`src/rtl/nn_layer_sequencer.sv`:
```
// Sequences a chain of generated network layers: handshaked layers get a start pulse
// and are waited on, bypass (combinational) layers get one settle cycle.
module nn_layer_sequencer #(
  parameter int NUM_LAYERS     = 4,
  parameter int IDX_W          = 2,
  parameter int TIMEOUT_CYCLES = 1023,
  parameter int CNT_W          = 16
) (
  input  logic                  clk,
  input  logic                  rst_n,
  input  logic                  start,
  input  logic                  abort,
  input  logic [NUM_LAYERS-1:0] layer_bypass,
  input  logic [NUM_LAYERS-1:0] layer_done,
  output logic [NUM_LAYERS-1:0] layer_start,
  output logic                  busy,
  output logic                  done,
  output logic                  error,
  output logic [IDX_W-1:0]      err_layer,
  output logic [IDX_W-1:0]      cur_layer,
  output logic [CNT_W-1:0]      cycle_count,
  output logic [2:0]            dbg_state
);

  localparam int TMR_W = $clog2(TIMEOUT_CYCLES + 1);

  typedef enum logic [2:0] {
    S_IDLE   = 3'd0,
    S_LAUNCH = 3'd1,
    S_WAIT   = 3'd2,
    S_NEXT   = 3'd3,
    S_DONE   = 3'd4,
    S_ERR    = 3'd5
  } state_t;

  state_t                  state_q, state_d;
  logic [IDX_W-1:0]        cur_q, cur_d;
  logic [NUM_LAYERS-1:0]   byp_q, byp_d;
  logic [TMR_W-1:0]        tmr_q, tmr_d;
  logic [IDX_W-1:0]        err_layer_q, err_layer_d;
  logic [CNT_W-1:0]        cnt_q, cnt_d;

  logic                    busy_s;
  logic                    last_layer;
  logic [IDX_W-1:0]        nxt_idx;
  state_t                  adv_state;
  logic [IDX_W-1:0]        adv_cur;

  // Layer handshake: layer_start is a one-cycle pulse issued from LAUNCH; the layer then
  // holds layer_done high (level) until its next start. done is only honoured in WAIT.
  assign busy_s     = (state_q == S_LAUNCH) || (state_q == S_WAIT) || (state_q == S_NEXT);
  assign last_layer = (cur_q == IDX_W'(NUM_LAYERS - 1));
  assign nxt_idx    = cur_q + IDX_W'(1);
  assign adv_state  = last_layer ? S_DONE : (byp_q[nxt_idx] ? S_NEXT : S_LAUNCH);
  assign adv_cur    = last_layer ? cur_q : nxt_idx;

  always_comb begin
    state_d     = state_q;
    cur_d       = cur_q;
    byp_d       = byp_q;
    tmr_d       = tmr_q;
    err_layer_d = err_layer_q;
    cnt_d       = cnt_q;

    if (busy_s && (cnt_q != {CNT_W{1'b1}})) begin
      cnt_d = cnt_q + CNT_W'(1);
    end

    case (state_q)
      S_IDLE, S_ERR: begin
        if (start) begin
          byp_d       = layer_bypass;
          cnt_d       = '0;
          err_layer_d = '0;
          cur_d       = '0;
          state_d     = layer_bypass[0] ? S_NEXT : S_LAUNCH;
        end
      end
      S_LAUNCH: begin
        state_d = S_WAIT;
        tmr_d   = '0;
      end
      S_WAIT: begin
        // A done arriving on the expiry cycle still counts as success.
        if (layer_done[cur_q]) begin
          state_d = adv_state;
          cur_d   = adv_cur;
        end else if (tmr_q == TMR_W'(TIMEOUT_CYCLES - 1)) begin
          state_d     = S_ERR;
          err_layer_d = cur_q;
        end else begin
          tmr_d = tmr_q + TMR_W'(1);
        end
      end
      S_NEXT: begin
        state_d = adv_state;
        cur_d   = adv_cur;
      end
      S_DONE: begin
        state_d = S_IDLE;
      end
      default: begin
        state_d = S_IDLE;
      end
    endcase

    if (abort) begin
      state_d     = S_IDLE;
      cur_d       = cur_q;
      byp_d       = byp_q;
      tmr_d       = tmr_q;
      err_layer_d = err_layer_q;
      cnt_d       = cnt_q;
    end
  end

  always_ff @(posedge clk or negedge rst_n) begin
    if (!rst_n) begin
      state_q     <= S_IDLE;
      cur_q       <= '0;
      byp_q       <= '0;
      tmr_q       <= '0;
      err_layer_q <= '0;
      cnt_q       <= '0;
    end else begin
      state_q     <= state_d;
      cur_q       <= cur_d;
      byp_q       <= byp_d;
      tmr_q       <= tmr_d;
      err_layer_q <= err_layer_d;
      cnt_q       <= cnt_d;
    end
  end

  always_comb begin
    layer_start = '0;
    if (state_q == S_LAUNCH) begin
      layer_start[cur_q] = 1'b1;
    end
  end

  assign busy        = busy_s;
  assign done        = (state_q == S_DONE);
  assign error       = (state_q == S_ERR);
  assign err_layer   = err_layer_q;
  assign cur_layer   = cur_q;
  assign cycle_count = cnt_q;
  assign dbg_state   = state_q;

endmodule

```
`config.mk`:
```
export PLATFORM = sky130hd
export DESIGN_NAME = nn_layer_sequencer
export DESIGN_NICKNAME = d
export VERILOG_FILES = /design/src/rtl/nn_layer_sequencer.sv
export SDC_FILE = /design/constraint.sdc
export NUM_CORES = 1
export LEC_CHECK = 0
export BUFFER_PORTS_ARGS = -buffer_cell sky130_fd_sc_hd__buf_2
export CAP_MARGIN = 20
export CORE_ASPECT_RATIO = 0.8
export CORE_MARGIN = 1.5
export CORE_UTILIZATION = 62
export CTS_BUF_LIST = sky130_fd_sc_hd__clkbuf_8
export CTS_CLUSTER_SIZE = 20
export DETAILED_ROUTE_END_ITERATION = 8
export PLACE_DENSITY = 0.95
export SETUP_SLACK_MARGIN = 0.4
export SLEW_MARGIN = 20
export SYNTH_ARGS = -nofsm -noshare
export SYNTH_HDL_FRONTEND = slang
export SYNTH_SLANG_ARGS = --single-unit
```
`constraint.sdc`:
```
create_clock -name clk -period 4.2 [get_ports clk]
set_input_delay 0.63 -clock clk [delete_from_list [all_inputs] [get_ports clk]]
set_output_delay 0.63 -clock clk [all_outputs]
set_load 0.05 [all_outputs]
```
==> metrics.txt, run 1 <==
Max-cap violations 0; clock skew 0.00885 ns; Post-Syn Area 2320 um2; count of final max-slew check failures 0; Post-Route Utilization 0.767; Fill cells 237; GPL Wtd Cong 0.880; syn_nets 267; minimum clock period 2.79 ns; vias 2178; clk_lat worst skew 0.29 ns; outcome completed; crit path kind flip-flop to output port; CP max FO 16; Die ar. 4120 um2; Seq cells post-synth 37; CP Capture Type output port; Rows 19; core footprint 3490 um2; clk sink count 37; WL final 5610 um; starting density of the core 0.663; Post-synth EDFFs 0; Final nets 305; syn_area_per_cell 9.34 um2; Seq/Total Area, Yosys 0.400; H-tree depth 2; die height 57.7 um; DP Cell Count 320; global-route wire length before repair 9520 um; Final Cycle Share 0.665; Resized cells post-CTS 0; share of cells above drive strength 1 0.213; multi-input logic area 1320 um2; Reg clk slew, reported paths 0.08 ns; leak pwr 1.27 nW; vias in the first global route 2035; Post-Synthesis Cells 248; wire per inst 17.1 um; Pre-Repair DR Iteration Count 4; CTS buffer count 5; worst endpoint required time 3.57 ns; post-CTS setup buffers 0; initial antenna violation count 0; io pins 42; setup_tns 0 ns; CTS Hold Bufs 0; clock buffer depth 2; dominant cells by area after synthesis dfrtp_1, mux2i_1, nand3_1; Starting DRT DRC Count 185; Die X-Extent 71.4 um; power density over cell area 579 nW/um2; detailed-route DRC error count 0; Worst setup SP type flip-flop; Post-DRT Antenna Nets 0; area leader, netlist dfrtp_1; unrepaired setup endpoints after global routing false; CTS tree done; hold crit path type input port to async pin; Crit path arrival time 2.16 ns; relative slew slack 0.440; clk root buf clkbuf_8; Final setup viols 0; commonest non-fill, non-tap cells in the layout buf_2, dfrtp_1, nand3_1; PortBufs 41; Syn-to-layout area delta 15.7%; Worst-Margin Slew 0.840 ns; Synth Flop Type dfrtp_1; gr ovfl total 0; flop2flop setup slack 1.76 ns; Synth cell types 46; Final Non-Filler Cells 329; hpwl dp 3740 um; largest net degree at the start of global routing 38; Yosys top cell area share 0.400; Via density 6.62; ys async rst share 1.00; Max VDD drop 0.000506 V; register area 926 um2; commonest non-fill, non-tap cell in the layout buf_2; Achievable Freq 0.358 GHz; count of final hold-check violations 0; Synth Warn # 0; ANT cells 0; GRT Total Usage 0.290
## critical path, stage by stage, from the launching register on
cell	delay (ns)
dfrtp_1	0.66
nor3b_1	0.72
and2_1	0.23
buf_2	0.26
## registers in the layout (all words and copies together), names as in the netlist
name / flops
cycle_count: 16
tmr_q: 10
byp_q: 4
dbg_state: 3
cur_layer: 2
err_layer: 2
## logic make-up after synthesis
| family | count (synthesis) | synth area share |
|---|---|---|
| muxes | 16 | 0.0837 |
| DFF | 37 | 0.400 |
| adders and majority gates | 7 | 0.0378 |
| and+or+nand+nor | 103 | 0.254 |
| AOI/OAI and AO/OA | 63 | 0.186 |
| xor gates and xnor gates | 1 | 0.00378 |
| buffers and inverters | 21 | 0.0351 |
## synth_stat cells, types with 3 or more instances
cell / instances
nand4_1: 5
nand2b_1: 4
nor2b_1: 5
nor2_1: 6
and3_1: 7
clkbuf_1: 9
inv_1: 10
dfrtp_1: 37
and4_1: 4
o211ai_1: 7
nor3b_1: 3
or4_1: 5
ha_1: 7
a21oi_1: 15
o21ai_0: 10
and2_1: 6
mux2i_1: 10
o32ai_1: 3
mux2_2: 4
nor3_1: 7
nand3_1: 20
o31ai_1: 13
nor4_1: 4
nand2_1: 18
## layout make-up
class                      count  share of cell area
clock inverter                 3              0.0243
sequential                    37               0.345
tap                           42              0.0196
clock buffer                   5              0.0257
inverter                      10              0.0140
multi-input combinational    190               0.493
timing repair buffer          42              0.0784
## worst paths after layout
path | startpoint | to | cells past startpoint
worst max-delay path | dbg_state[0] | layer_start[3] | 3
worst min-delay path | rst_n | tmr_q[4] | 1
worst max register to register | dbg_state[0] | tmr_q[8] | 4
worst min register to register | byp_q[2] | byp_q[2] | 1
max in group asynchronous | rst_n | cycle_count[13] | 1
min in group clk | byp_q[2] | byp_q[2] | 1
## layer usage
layer / global-route usage / up-vias / part of all wire
met5: 0 / - / 0
met4: 0.0943 / 0 / 0.014
met3: 0.0574 / 10 / 0.075
met2: 0.481 / 92 / 0.47
met1: 0.389 / 1044 / 0.44
li1: - / 1032 / -
## power by group
group | internal [mW] | switching, mW
logic | 0.208 | 0.457
registers | 0.415 | 0.0976
clock network | 0.236 | 0.138
## per-stage QoR
stage,power (mW),setup slack [ns],instance area [um2],hold WS [ns]
final,1.55,1.41,2680,0.432
after global routing,1.63,1.34,2680,0.509
after CTS,1.54,1.62,2670,0.459
after detailed placement,1.16,1.75,2530,0.495
after global placement,1.14,1.81,2530,0.482
after floorplan,1.02,1.44,2320,0.334
Power figures use the tool's default switching activity.
==> inputs of run 2 (changes only) <==
--- a/config.mk
+++ b/config.mk
@@ -9,11 +9,11 @@
 export CAP_MARGIN = 20
 export CORE_ASPECT_RATIO = 0.8
 export CORE_MARGIN = 1.5
-export CORE_UTILIZATION = 62
+export CORE_UTILIZATION = 58
 export CTS_BUF_LIST = sky130_fd_sc_hd__clkbuf_8
 export CTS_CLUSTER_SIZE = 20
 export DETAILED_ROUTE_END_ITERATION = 8
-export PLACE_DENSITY = 0.95
+export PLACE_DENSITY = 0.93
 export SETUP_SLACK_MARGIN = 0.4
 export SLEW_MARGIN = 20
 export SYNTH_ARGS = -nofsm -noshare
==> constraint.sdc (replaced) <==
create_clock -name clk -period 2.63 [get_ports clk]
set_input_delay 0.3945 -clock clk [delete_from_list [all_inputs] [get_ports clk]]
set_output_delay 0.3945 -clock clk [all_outputs]
set_load 0.05 [all_outputs]
==> metrics.txt, run 2 (synthesis gave the netlist of run 1 again) <==
Worst path max stage delay 0.58 ns (-0.14 ns); gr ovfl total 0 (unchanged); Max-cap violations 0 (unchanged); Pre-Repair DR Iteration Count 5 (+1); initial antenna violation count 0 (unchanged); DP Cell Count 338 (+5.6%); Achievable Freq 0.474 GHz; commonest non-fill, non-tap cell in the layout buf_2; hpwl dp 3900 um (+4.1%); share of cells above drive strength 1 0.240 (+0.0272); setup ws final 0.520 ns (-0.887 ns); largest net degree at the start of global routing 38 (unchanged); clk sink count 37 (unchanged); count of final max-slew check failures 0 (unchanged); Final setup viols 0 (unchanged); Syn-to-layout area delta 16.4%; CTS tree done; leak pwr 1.26 nW (-0.76%); clock power share 0.169 (-0.072); GPL Wtd Cong 0.884 (+0.45%); Post-Route Utilization 0.709 (-0.0581); worst r2r src cur_layer[0]; power density over cell area 872 nW/um2 (+51%); clk root buf clkbuf_8; commonest non-fill, non-tap cells in the layout buf_2, dfrtp_1, nand3_1; count of final hold-check violations 0 (unchanged); register area 927 um2 (+0.14%); Starting DRT DRC Count 216 (+17%); Crit-path slowest cell mux4_2; Via density 6.45 (-2.5%); clk_lat worst skew 0.29 ns (about the same); detailed-route DRC error count 0 (unchanged); setup_tns 0 ns (unchanged); Crit path arrival time 2.33 ns (+0.17 ns); minimum clock period 2.11 ns; Largest register FFs 16 (unchanged); Rows 20 (+1); multi-input logic area 1330 um2 (+0.47%); vias 2239 (+2.8%); wire per inst 16.2 um (-4.9%); ANT cells 0 (unchanged); internal power 1.23 mW (+43%); sw power 1.12 mW (+62%); Post-DRT Antenna Nets 0 (unchanged); outcome completed; Worst-Margin Slew 0.811 ns (-0.0284 ns); die height 59.5 um (+3.2%); WL final 5630 um (+0.34%); Final Cycle Share 0.802; sw frac 0.477 (+0.0304); relative slew slack 0.459 (+0.0190); PortBufs 41 (unchanged); io pins 42 (unchanged); clock buffer depth 2 (unchanged); crit path kind flip-flop to flip-flop; CTS buffer count 5 (unchanged); Final Non-Filler Cells 347 (+5.5%); Max VDD drop 0.000694 V (+37%); H-tree depth 2 (unchanged); Min Hold Slack 0.192 ns (-0.240 ns); core footprint 3800 um2 (+8.8%); CP max FO 14 (-2); vias in the first global route 1906 (-6.3%); clock skew 0.00701 ns (-0.00184 ns); CTS Hold Bufs 0 (unchanged); power share of the combinational group 0.490 (+0.061); dpl ws 0.382 ns (-1.37 ns); GRT Total Usage 0.271 (-0.0198); worst endpoint required time 2.85 ns (-0.72 ns); Die ar. 4390 um2 (+6.6%); Final nets 310 (+1.6%); global-route wire length before repair 9050 um (-4.9%); CP Capture Type flip-flop; Die X-Extent 73.7 um (+3.3%); Worst setup SP type flip-flop; Crit. Startpoint cur_layer[0]; hold crit path type input port to async pin; Cell Chain, Critical Path mux4_2, o21a_2, or4_1, a21oi_1; Flop pwr share 0.341 (+0.011); unrepaired setup endpoints after global routing false; starting density of the core 0.609 (-0.0539); Fill cells 293 (+24%); Reg clk slew, reported paths 0.08 ns (about the same)
## run 2: power by group through the flow
stage / Sequential (mW) / Clock [mW] / Combinational, mW
3_3_place_gp: 0.801 / 0 / 1.07
4_1_cts: 0.802 / 0.396 / 1.13
2_1_floorplan: 0.950 / 0 / 0.692
5_1_grt: 0.821 / 0.423 / 1.24
3_5_place_dp: 0.812 / 0 / 1.12
6_report: 0.802 / 0.398 / 1.15
## run 2: routing by layer
layer,up-vias,share of wire,global-route usage
li1,1039,-,-
met1,1070,0.45,0.385
met2,114,0.45,0.413
met3,16,0.074,0.0442
met4,0,0.020,0.111
met5,-,0,0
## run 2: metrics by stage
stage | cell area (um2) | power (mW)
finish | 2700 | 2.35
global route | 2700 | 2.49
CTS | 2690 | 2.33
detailed placement | 2600 | 1.93
global placement | 2600 | 1.88
floorplan | 2330 | 1.64
## run 2: timing repair
action                     in CTS  in global routing
cloned                          0                  0
setup endpoints to repair       6                  6
resized for setup               2                  0
setup buffers                   0                  1
pin swaps                       0                  0
## run 2: worst paths after layout
check / depth (start not counted) / endpoint / slack [ns]
min in group clk: 2 / byp_q[1] / 0.33
worst min register to register: 1 / byp_q[0] / 0.50
worst max-delay path: 4 / tmr_q[8] / 0.52
worst max register to register: 4 / tmr_q[8] / 0.52
worst min-delay path: 1 / tmr_q[2] / 0.19
max in group asynchronous: 1 / cur_layer[0] / 1.88
## run 2: final cells by class
type / instances / share of cell area
clock buffers: 5 / 0.0255
inverters: 10 / 0.0139
well taps: 55 / 0.0255
multi-input cells: 190 / 0.492
repair buffers: 47 / 0.0928
clock inverters: 3 / 0.00649
flip-flops and latches: 37 / 0.344
## run 2: critical path, delay by kind of cell, from the launching register on
kind / cells / cell delay [ns]
mux: 1 / 0.58
compound gates: 2 / 0.48
flops: 1 / 0.45
simple gates: 1 / 0.52
==> inputs of run 3 (changes only) <==
==> constraint.sdc (replaced) <==
create_clock -name clk -period 2 [get_ports clk]
set_input_delay 0.3 -clock clk [delete_from_list [all_inputs] [get_ports clk]]
set_output_delay 0.3 -clock clk [all_outputs]
set_load 0.05 [all_outputs]
==> metrics.txt, run 3 <==
ys async rst share 1.00 (unchanged); Post-Syn Area 2320 um2 (unchanged); Yosys top cell area share 0.400 (unchanged); DP Area 2750 um2 (+5.9%); Die X-Extent 73.7 um (unchanged); syn_area_per_cell 9.34 um2 (unchanged); Synth Warn # 0 (unchanged); PortBufs 41 (unchanged); Synth cell types 46 (unchanged); largest net degree at the start of global routing 38; die height 59.5 um (unchanged); Rows 20 (unchanged); Synth top cells by count dfrtp_1, nand3_1, nand2_1, a21oi_1, o31ai_1; First Err [ERROR DPL-0038] Utilization greater than 100%, impossible to legalize; H-tree depth 2 (unchanged); worst setup endpoint GRT tmr_q[3]$_DFFE_PN0P_/D; outcome stopped before the end; clk root buf clkbuf_8; starting density of the core 0.609 (unchanged); io pins 42 (unchanged); GPL Wtd Cong 0.933 (+5.6%); syn_nets 267 (unchanged); Synth Flop Type dfrtp_1; Post-synth EDFFs 0 (unchanged); CTS buffer count 5 (unchanged); Exit stage global routing; hpwl dp 4350 um (+11%); cell with the most instances after synthesis dfrtp_1; clk sink count 37 (unchanged); clock buffer depth 2 (unchanged); Seq/Total Area, Yosys 0.400 (unchanged); Seq cells post-synth 37 (unchanged); Post-Synthesis Cells 248 (unchanged); worst ep type register data pin; dominant cells by area after synthesis dfrtp_1, mux2i_1, nand3_1; area leader, netlist dfrtp_1
-- run 3: cell counts after synthesis --
No cell type changed its count.
-- run 3: cell families after synthesis --
logic type | after synthesis | share of synthesized area
buffers and inverters | 21 | 0.0351
muxes | 16 | 0.0837
adders and majority gates | 7 | 0.0378
and+or+nand+nor | 103 | 0.254
xor gates and xnor gates | 1 | 0.00378
AOI/OAI and AO/OA | 63 | 0.186
DFF | 37 | 0.400
-- run 3: timing repair --
item	in CTS
hold buffers	0
endpoints found under the hold margin	0
endpoints found under the setup margin	34
pin swaps	14
buffers inserted	13
resized for setup	71
-- run 3: stage by stage --
stage | setup slack (ns) | instances | utilization
after CTS | 0.140 | 368 | 0.851
after floorplan | -0.0720 | 248 | -
after detailed placement | 0.0706 | 347 | 0.723
after global placement | 0.116 | 347 | 0.723
==> inputs of run 4 (changes only) <==
==> config.mk (replaced) <==
export PLATFORM = sky130hd
export DESIGN_NAME = nn_layer_sequencer
export DESIGN_NICKNAME = d
export VERILOG_FILES = /design/src/rtl/nn_layer_sequencer.sv
export SDC_FILE = /design/constraint.sdc
export NUM_CORES = 1
export LEC_CHECK = 0
export BUFFER_PORTS_ARGS = -buffer_cell sky130_fd_sc_hd__buf_2
export CAP_MARGIN = 20
export CORE_MARGIN = 1.5
export CORE_UTILIZATION = 40
export DETAILED_ROUTE_END_ITERATION = 8
export PLACE_DENSITY_LB_ADDON = 0.15
export SLEW_MARGIN = 20
export SYNTH_ARGS = -nofsm -noshare
export SYNTH_HDL_FRONTEND = slang
export SYNTH_SLANG_ARGS = --single-unit
==> metrics.txt, run 4 (synthesis gave the netlist of run 1 again) <==
outcome completed; clock buffer depth 2 (unchanged); GPL Wtd Cong 0.808 (-13%); Max VDD drop 0.000674 V; clock skew 0.00697 ns; detailed-route DRC error count 0; Die X-Extent 79.1 um (+7.4%); Achievable Freq 0.528 GHz; PortBufs 41 (unchanged); Die ar. 6260 um2; global-route wire length before repair 9780 um; power density over cell area 1110 nW/um2; M3 GR Usage 0.0379; vias 2169; R2R depth 4; Via density 5.62; Largest register FFs 16; die height 79.1 um (+33%); Max-cap violations 0; initial antenna violation count 0; unrepaired setup endpoints after global routing false; Final Cycle Share 0.946; Final Non-Filler Cells 386; clk sink count 37 (unchanged); ANT cells 0; flop2flop setup slack 0.11 ns; minimum clock period 1.89 ns; met2 Use GR 0.306; count of final hold-check violations 0; worst endpoint required time 2.21 ns; Reg clk slew, reported paths 0.08 ns; Worst path max stage delay 0.53 ns; hold path cells 2; GRT Total Usage 0.200; Syn-to-layout area delta 26.1%; DP Cell Count 377 (+8.6%); relative slew slack 0.622; commonest non-fill, non-tap cell in the layout buf_2; Crit-path slowest cell mux4_2; CP bufs+invs 0; GR peak layer met2; Hold EP byp_q[1]; Post-DRT Antenna Nets 0; vias in the first global route 1976; worst r2r dst tmr_q[5]; Final nets 332; met1 usage 0.286; Final setup viols 0; share of cells above drive strength 1 0.299; crit path kind flip-flop to flip-flop; core footprint 5540 um2; Cell Chain, Critical Path mux4_2, o21a_2, or3_4, o31ai_1; worst r2r src cur_layer[0]; hpwl dp 4150 um (-4.5%); CTS tree done; CP max FO 10; Rows 27 (+35%); Worst-Margin Slew 0.565 ns; min-delay src layer_bypass[1]; Post-Route Utilization 0.527; CTS buffer count 5 (unchanged); starting density of the core 0.418 (-0.191); Levels on crit path 4; clk_lat worst skew 0.29 ns; count of final max-slew check failures 0; Pre-Repair DR Iteration Count 4; wire per inst 15.1 um; hold crit path type input port to flip-flop; largest net degree at the start of global routing 20; post-CTS setup buffers 0 (-13); io pins 42 (unchanged); CP Capture Type flip-flop; clk root buf clkbuf_8; commonest non-fill, non-tap cells in the layout buf_2, dfrtp_1, buf_4; leak pwr 1.38 nW; family with the most delay on the worst path multiplexers; Worst setup SP type flip-flop; Starting DRT DRC Count 180; H-tree depth 2 (unchanged); Crit path arrival time 2.10 ns; gr ovfl total 0; WL final 5820 um
-- run 4: worst max path at each step --
stage,slack [ns],startpoint,to
final,0.11,cur_layer[0],tmr_q[5]
after global routing,0.008,cur_layer[0],tmr_q[4]
after CTS,0.04,dbg_state[2],layer_start[2]
after detailed placement,0.04,layer_done[3],tmr_q[4]
after global placement,0.07,layer_done[3],tmr_q[4]
after floorplan,-0.07,cur_layer[0],tmr_q[5]
-- run 4: layout make-up --
class                           count  area (um2)
Sequential cell                    37         931
Multi-Input combinational cell    190        1360
Tap cell                           72        90.1
Inverter                           10        37.5
Clock buffer                        8        90.1
Fill cell                         534        2620
Timing Repair Buffer               69         418
-- run 4: repair_timing --
item / CTS / global route
setup endpoints to repair: 0 / 12
gates resized for setup: 0 / 6
hold buffers: 1 / 0
endpoints found under the hold margin: 17 / 0
-- run 4: power breakdown --
part	leakage [nW]	internal [mW]	switching, mW
Clock	0.0455	0.281	0.277
Combinational	0.843	0.621	1.08
Sequential	0.495	0.879	0.114
-- run 4: metal layers --
| layer | routed length [um] | share of wire |
|---|---|---|
| met1 | 2890 | 0.50 |
| met2 | 2640 | 0.45 |
| met3 | 226 | 0.039 |
| met4 | 68 | 0.012 |
| met5 | 0 | 0 |
-- run 4: worst register-to-register path, stage by stage, from the launching register on --
cell	delay (ns)
dfrtp_2	0.37
mux4_2	0.53
o21a_2	0.29
or3_4	0.42
o31ai_1	0.20
-- run 4: through the flow --
step / worst slack [ns] / power [mW] / cell area [um2] / TNS (ns) / hold WS (ns)
final: 0.107 / 3.25 / 2920 / 0 / 0.236
after global routing: 0.00834 / 3.48 / 2920 / 0 / 0.230
after CTS: 0.0447 / 3.24 / 2890 / 0 / 0.226
after detailed placement: 0.0382 / 2.67 / 2790 / 0 / 0.280
after global placement: 0.0727 / 2.67 / 2790 / 0 / 0.278
after floorplan: -0.0723 / 2.17 / 2340 / -0.293 / 0.00441
